$ cat config.mk
export PLATFORM = sky130hd
export DESIGN_NAME = spi_master_ctrl
export DESIGN_NICKNAME = d
export VERILOG_FILES = /design/src/rtl/spi_master_ctrl_pkg.sv /design/src/rtl/spi_master_ctrl_half_tick.sv /design/src/rtl/spi_master_ctrl.sv
export SDC_FILE = /design/constraint.sdc
export NUM_CORES = 1
export LEC_CHECK = 0
export CAP_MARGIN = 20
export CORE_MARGIN = 1
export CORE_UTILIZATION = 50
export CTS_BUF_LIST = sky130_fd_sc_hd__clkbuf_4 sky130_fd_sc_hd__clkbuf_8
export CTS_CLUSTER_SIZE = 25
export DETAILED_ROUTE_END_ITERATION = 10
export GPL_ROUTABILITY_DRIVEN = 0
export MAX_ROUTING_LAYER = met4
export PLACE_DENSITY = 0.78
export SYNTH_ARGS = -nofsm -noshare
export SYNTH_HDL_FRONTEND = slang
export SYNTH_SLANG_ARGS = --single-unit
$ cat constraint.sdc
create_clock -name i_clk -period 1.6 [get_ports i_clk]
set_input_delay 0.24 -clock i_clk [delete_from_list [all_inputs] [get_ports i_clk]]
set_output_delay 0.24 -clock i_clk [all_outputs]
set_load 0.01 [all_outputs]
$ cat src/rtl/spi_master_ctrl_pkg.sv
// Shared definitions for the SPI initiator: frame geometry, rw encodings and FSM states.
package spi_master_ctrl_pkg;

  localparam int unsigned FrameBits = 16;
  localparam int unsigned AddrWDef  = 7;
  localparam int unsigned DataWDef  = 8;

  localparam logic RwWrite = 1'b0;
  localparam logic RwRead  = 1'b1;

  typedef enum logic [1:0] {
    StIdle  = 2'd0,
    StSetup = 2'd1,
    StShift = 2'd2,
    StGuard = 2'd3
  } state_e;

endpackage

$ cat src/rtl/spi_master_ctrl_half_tick.sv
// Half-period timer for the SPI initiator.
// Counts clk cycles while enabled and pulses o_tick on the last cycle of each
// CLKDIV-cycle half period. Held at zero while disabled so every frame starts aligned.
// Ports:
//   i_clk    system clock
//   i_rst_n  asynchronous active-low reset
//   i_en     count enable (frame in progress)
//   o_tick   one-cycle pulse on the final cycle of a half period
module spi_master_ctrl_half_tick #(
  parameter int unsigned CLKDIV = 4
) (
  input  logic i_clk,
  input  logic i_rst_n,
  input  logic i_en,
  output logic o_tick
);

  localparam int unsigned CntW = (CLKDIV > 1) ? $clog2(CLKDIV) : 1;
  localparam logic [CntW-1:0] CntMax = CntW'(CLKDIV - 1);

  logic [CntW-1:0] r_cnt;

  assign o_tick = i_en && (r_cnt == CntMax);

  always_ff @(posedge i_clk or negedge i_rst_n) begin
    if (!i_rst_n) begin
      r_cnt <= '0;
    end else if (!i_en || (r_cnt == CntMax)) begin
      r_cnt <= '0;
    end else begin
      r_cnt <= r_cnt + 1'b1;
    end
  end

endmodule

$ cat src/rtl/spi_master_ctrl.sv
// SPI mode-0 initiator for the SPI peripheral memory.
// One request is one frame: byte 0 = {addr, rw}, byte 1 = data, MSB first.
// rw=0 writes i_wdata to the peripheral; rw=1 reads a byte back into o_rdata.
// Ports:
//   i_clk, i_rst_n   system clock, asynchronous active-low reset
//   i_start          request strobe, accepted only while idle
//   i_rw/i_addr/i_wdata  request fields, captured with i_start
//   o_busy           high from the cycle after accept until the done cycle
//   o_done           one-cycle pulse at end of frame
//   o_rdata          read result, updated only at done of read frames
//   o_cs/o_sclk/o_mosi  SPI outputs (cs active low), i_miso SPI input
module spi_master_ctrl
  import spi_master_ctrl_pkg::*;
#(
  parameter int unsigned CLKDIV = 4,
  parameter int unsigned ADDR_W = AddrWDef,
  parameter int unsigned DATA_W = DataWDef
) (
  input  logic              i_clk,
  input  logic              i_rst_n,
  input  logic              i_start,
  input  logic              i_rw,
  input  logic [ADDR_W-1:0] i_addr,
  input  logic [DATA_W-1:0] i_wdata,
  output logic              o_busy,
  output logic              o_done,
  output logic [DATA_W-1:0] o_rdata,
  output logic              o_cs,
  output logic              o_sclk,
  output logic              o_mosi,
  input  logic              i_miso
);

  localparam int unsigned FrameW      = ADDR_W + 1 + DATA_W;
  localparam logic [3:0]  FirstBit    = 4'(FrameW - 1);
  localparam logic [3:0]  LastDataBit = 4'(DATA_W - 1);

  state_e              r_state, w_state_nxt;
  logic                r_cs, w_cs_nxt;
  logic                r_sclk, w_sclk_nxt;
  logic                r_mosi, w_mosi_nxt;
  logic                r_busy, w_busy_nxt;
  logic                r_done, w_done_nxt;
  logic                r_rw, w_rw_nxt;
  logic [3:0]          r_bit, w_bit_nxt;
  // tx holds the bits still to be sent after the one currently on mosi
  logic [FrameW-2:0]   r_tx, w_tx_nxt;
  logic [DATA_W-1:0]   r_rx, w_rx_nxt;
  logic [DATA_W-1:0]   r_rdata, w_rdata_nxt;

  logic                w_tick;
  logic [3:0]          w_bit_dec;
  logic [DATA_W-1:0]   w_load_data;

  spi_master_ctrl_half_tick #(
    .CLKDIV (CLKDIV)
  ) u_half_tick (
    .i_clk   (i_clk),
    .i_rst_n (i_rst_n),
    .i_en    (r_state != StIdle),
    .o_tick  (w_tick)
  );

  assign w_bit_dec   = r_bit - 4'd1;
  // Read frames send zeros in the data phase
  assign w_load_data = (i_rw == RwRead) ? '0 : i_wdata;

  always_comb begin
    w_state_nxt = r_state;
    w_cs_nxt    = r_cs;
    w_sclk_nxt  = r_sclk;
    w_mosi_nxt  = r_mosi;
    w_busy_nxt  = r_busy;
    w_done_nxt  = 1'b0;
    w_rw_nxt    = r_rw;
    w_bit_nxt   = r_bit;
    w_tx_nxt    = r_tx;
    w_rx_nxt    = r_rx;
    w_rdata_nxt = r_rdata;

    unique case (r_state)
      StIdle: begin
        if (i_start) begin
          w_state_nxt = StSetup;
          w_cs_nxt    = 1'b0;
          w_busy_nxt  = 1'b1;
          w_rw_nxt    = i_rw;
          w_bit_nxt   = FirstBit;
          w_mosi_nxt  = i_addr[ADDR_W-1];
          w_tx_nxt    = {i_addr[ADDR_W-2:0], i_rw, w_load_data};
          w_rx_nxt    = '0;
        end
      end
      StSetup: begin
        if (w_tick) begin
          w_state_nxt = StShift;
          w_sclk_nxt  = 1'b1;
        end
      end
      StShift: begin
        if (w_tick) begin
          if (r_sclk) begin
            // Falling edge: present the next bit, or park mosi low after the last one
            w_sclk_nxt = 1'b0;
            w_tx_nxt   = {r_tx[FrameW-3:0], 1'b0};
            w_mosi_nxt = (r_bit == 4'd0) ? 1'b0 : r_tx[FrameW-2];
          end else if (r_bit == 4'd0) begin
            w_state_nxt = StGuard;
            w_cs_nxt    = 1'b1;
          end else begin
            // Rising edge of the next bit; miso has been stable since the last fall
            w_sclk_nxt = 1'b1;
            w_bit_nxt  = w_bit_dec;
            if ((r_rw == RwRead) && (w_bit_dec <= LastDataBit)) begin
              w_rx_nxt = {r_rx[DATA_W-2:0], i_miso};
            end
          end
        end
      end
      StGuard: begin
        if (w_tick) begin
          w_state_nxt = StIdle;
          w_busy_nxt  = 1'b0;
          w_done_nxt  = 1'b1;
          if (r_rw == RwRead) begin
            w_rdata_nxt = r_rx;
          end
        end
      end
      default: begin
        w_state_nxt = StIdle;
      end
    endcase
  end

  always_ff @(posedge i_clk or negedge i_rst_n) begin
    if (!i_rst_n) begin
      r_state <= StIdle;
      r_cs    <= 1'b1;
      r_sclk  <= 1'b0;
      r_mosi  <= 1'b0;
      r_busy  <= 1'b0;
      r_done  <= 1'b0;
      r_rw    <= RwWrite;
      r_bit   <= 4'd0;
      r_tx    <= '0;
      r_rx    <= '0;
      r_rdata <= '0;
    end else begin
      r_state <= w_state_nxt;
      r_cs    <= w_cs_nxt;
      r_sclk  <= w_sclk_nxt;
      r_mosi  <= w_mosi_nxt;
      r_busy  <= w_busy_nxt;
      r_done  <= w_done_nxt;
      r_rw    <= w_rw_nxt;
      r_bit   <= w_bit_nxt;
      r_tx    <= w_tx_nxt;
      r_rx    <= w_rx_nxt;
      r_rdata <= w_rdata_nxt;
    end
  end

  assign o_cs    = r_cs;
  assign o_sclk  = r_sclk;
  assign o_mosi  = r_mosi;
  assign o_busy  = r_busy;
  assign o_done  = r_done;
  assign o_rdata = r_rdata;

endmodule
==> impl_metrics.env <==
export IMPL_diodes=0
export IMPL_wire_per_inst_um=15.2
export IMPL_cp_slowest_stage_delay_ns=0.42
export IMPL_boundaryPins=33
export IMPL_worstSetupPathType="flip-flop to flip-flop"
export IMPL_final_cell_area_um2=2900
export IMPL_fin_crit_sh_pct=105
export IMPL_drt_initial_drc_count=52
export IMPL_p_per_area_nw_per_um2=1490
export IMPL_cts_tree="done"
export IMPL_path_max_fanout=5
export IMPL_grt_max_degree=46
export IMPL_gr_total_overflow=0
export IMPL_synth_edf_count=0
export IMPL_start_kind="flip-flop"
export IMPL_vdd_drop_max_v=0.000838
export IMPL_core_area_um2=3800
export IMPL_fin_nets=272
export IMPL_violations="negative setup slack"
export IMPL_final_max_slew_viol_count=0
export IMPL_clk_latency_ns=0.30
export IMPL_grt_usage_pct=22.8
export IMPL_worstPathArrival_ns=1.87
export IMPL_leakagePower_nw=1.31
export IMPL_fmax_mhz=595
export IMPL_ys_async_sr_fraction_pct=100
export IMPL_status="complete, but fails checks"
export IMPL_power_mw=4.32
export IMPL_hold_class="input pin to async pin"
export IMPL_port_buffers=32
export IMPL_fin_ws_ns=-0.0805
export IMPL_synth_cell_types=39
export IMPL_synth_top_area_share_pct=53.7
export IMPL_rows=22
export IMPL_vias_per_cell=5.44
export IMPL_cts_sinks=45
export IMPL_antenna_found_initial=0
export IMPL_vias=1598
export IMPL_ctsRootBufferMaster="clkbuf_8"
export IMPL_max_clock_path_buffers=2
export IMPL_synth_seq_cells=45
export IMPL_worstMarginPinSlew_ns=0.547
export IMPL_drt_first_pass_iters=4
export IMPL_drc_errors=0
export IMPL_syn_instance_count=178
export IMPL_dp_hpwl_um=3010
export IMPL_required_ns=1.79
export IMPL_endpoint_kind="flip-flop"
export IMPL_placed_cell_area_um2=2650
export IMPL_area_growth_pct=41.3
export IMPL_yosys_most_used_dff="dfrtp_1"
export IMPL_drive_gt1_share_pct=32.5
export IMPL_ys_seq_area_share_pct=54.9
export IMPL_rsz0062_at_grt="true"
export IMPL_fin_crit_ns=1.68
export IMPL_die_h_um=66.1
export IMPL_cts_buffers=5
export IMPL_critical_path_top_delay_family="simple AND/OR/NAND/NOR gates"
export IMPL_grt_first_pass_wirelength_um=7110
export IMPL_cp_cell_sequence="inv_2 -> ha_4 -> or3b_4 -> nand2_2 -> o211ai_2 -> mux2_4"
export IMPL_grt_pass1_vias=1609
export IMPL_die_area_um2=4360
export IMPL_synth_largest_area_cell="dfrtp_1"
export IMPL_cp_buffers_inverters=1
export IMPL_max_cap_viol_count=0
export IMPL_avgSynthCellArea_um2=11.5
export IMPL_clk_pin_slew_ns=0.08
export IMPL_die_w_um=66.1
export IMPL_setup_viol=17
export IMPL_synth_commonest_cells="dfrtp_1, nor2_1, a21oi_1, a22o_1, mux2_2"
export IMPL_wl_um=4460
export IMPL_synth_warnings=0
export IMPL_slowest_stage="or3b_4"
export IMPL_synth_nets=205
export IMPL_hold_viol_final=0
export IMPL_slew_headroom_pct=63.5
export IMPL_initial_core_util_pct=54.0
export IMPL_cts_max_level=2
export IMPL_cts_hold_buf=0
export IMPL_synth_area_leaders="dfrtp_1, mux2_2, a21oi_1"
export IMPL_skew_ns=0.00345
export IMPL_synth_area_um2=2050
export IMPL_synth_most_common_cell="dfrtp_1"
export IMPL_postRouteAntennaNets=0
-- cells in the final DEF (no fill, tap or decap), types with 2 or more instances in the layout --
master,synthesis,routed
nor2_4,0,2
buf_4,3,31
dfrtp_1,44,44
nor3b_1,2,2
nand2_2,2,2
mux2i_1,7,7
nor2b_1,3,3
nor2_1,21,20
nand2_1,4,3
clkdlybuf4s50_1,0,29
a22oi_1,7,7
buf_12,0,2
ha_1,7,3
inv_2,0,4
ha_4,0,2
a21oi_1,20,20
nand3_1,2,2
ha_2,0,2
inv_1,7,3
o21ai_0,6,6
a22o_1,9,9
clkbuf_8,0,6
mux2_2,9,9
-- final cells by class --
cell class	count	area, um2
flip-flops and latches	45	1130
multi-input cells	120	966
fillers	253	898
repair buffers	66	601
clock buffers	6	82.6
well taps	48	60.1
clock inverters	2	37.5
inverters	7	26.3
-- final timing paths --
| check | end | depth (start not counted) | slack [ns] | startpoint |
|---|---|---|---|---|
| max | r_state[1] | 6 | -0.08 | r_bit[0] |
| min | u_half_tick.r_cnt[0] | 2 | 0.01 | i_rst_n |
| min in group i_clk | r_tx[0] | 3 | 0.49 | i_wdata[0] |
| max in group asynchronous | o_cs | 2 | 1.22 | i_rst_n |
| min reg2reg | o_rdata[6] | 1 | 0.52 | o_rdata[6] |
| max reg2reg | r_state[1] | 6 | -0.08 | r_bit[0] |
-- registers in the layout, indices dropped and copies added (netlist names) --
signal / flops
o_cs: 1
r_tx: 15
o_rdata: 8
o_sclk: 1
u_half_tick.r_cnt: 2
r_rx: 8
o_busy: 1
o_done: 1
o_mosi: 1
r_state: 2
r_rw: 1
r_bit: 4
-- through the flow --
step / instances / util (%) / TNS [ns] / setup slack (ns) / hold slack [ns]
floorplan: 178 / - / -0.0403 / -0.00475 / -0.0556
global placement: 279 / 69.6 / -0.254 / -0.0247 / 0.340
detailed placement: 279 / 69.6 / -1.20 / -0.0810 / 0.354
CTS: 291 / 74.6 / -0.0522 / -0.0231 / 0.0235
global route: 294 / 76.4 / -1.96 / -0.145 / 0.0496
finish: 294 / 76.4 / -0.297 / -0.0805 / 0.0108
-- worst register-to-register path, delay by kind of cell (launching register included) --
family                   cells  cell delay (ns)
flip-flops                   1             0.41
multiplexers                 1             0.31
AO/OA/AOI/OAI                1             0.11
adder cells (fa/ha/maj)      1             0.12
AND/OR/NAND/NOR              2             0.52
buffers and inverters        1             0.09
-- kinds of logic after synthesis --
family | count (synthesis) | synth area share (%)
compound gates | 52 | 17.0
simple gates | 43 | 11.1
buf+inv | 13 | 3.11
flops | 45 | 54.9
mux | 18 | 9.63
fa+ha+maj | 7 | 4.27
-- routing by layer --
layer	wire [um]	GRT usage (%)	share of wire, %	vias up
met3	198	4.66	4.4	11
met4	94	10.6	2.1	0
li1	-	-	-	768
met1	1930	26.6	43	779
met2	2230	37.6	50	40
met5	0	-	0	-
-- where the power goes --
group	switching (mW)	internal, mW
Combinational	0.857	0.959
Sequential	0.185	1.43
Clock	0.386	0.507
-- timing repair --
item | 4_1_cts | 5_1_grt
endpoints found under the hold margin | 0 | 0
endpoints found under the setup margin | 23 | 31
pin swaps | 1 | 6
resized for setup | 10 | 9
buffers inserted | 4 | 3
Power figures use the tool's default switching activity.
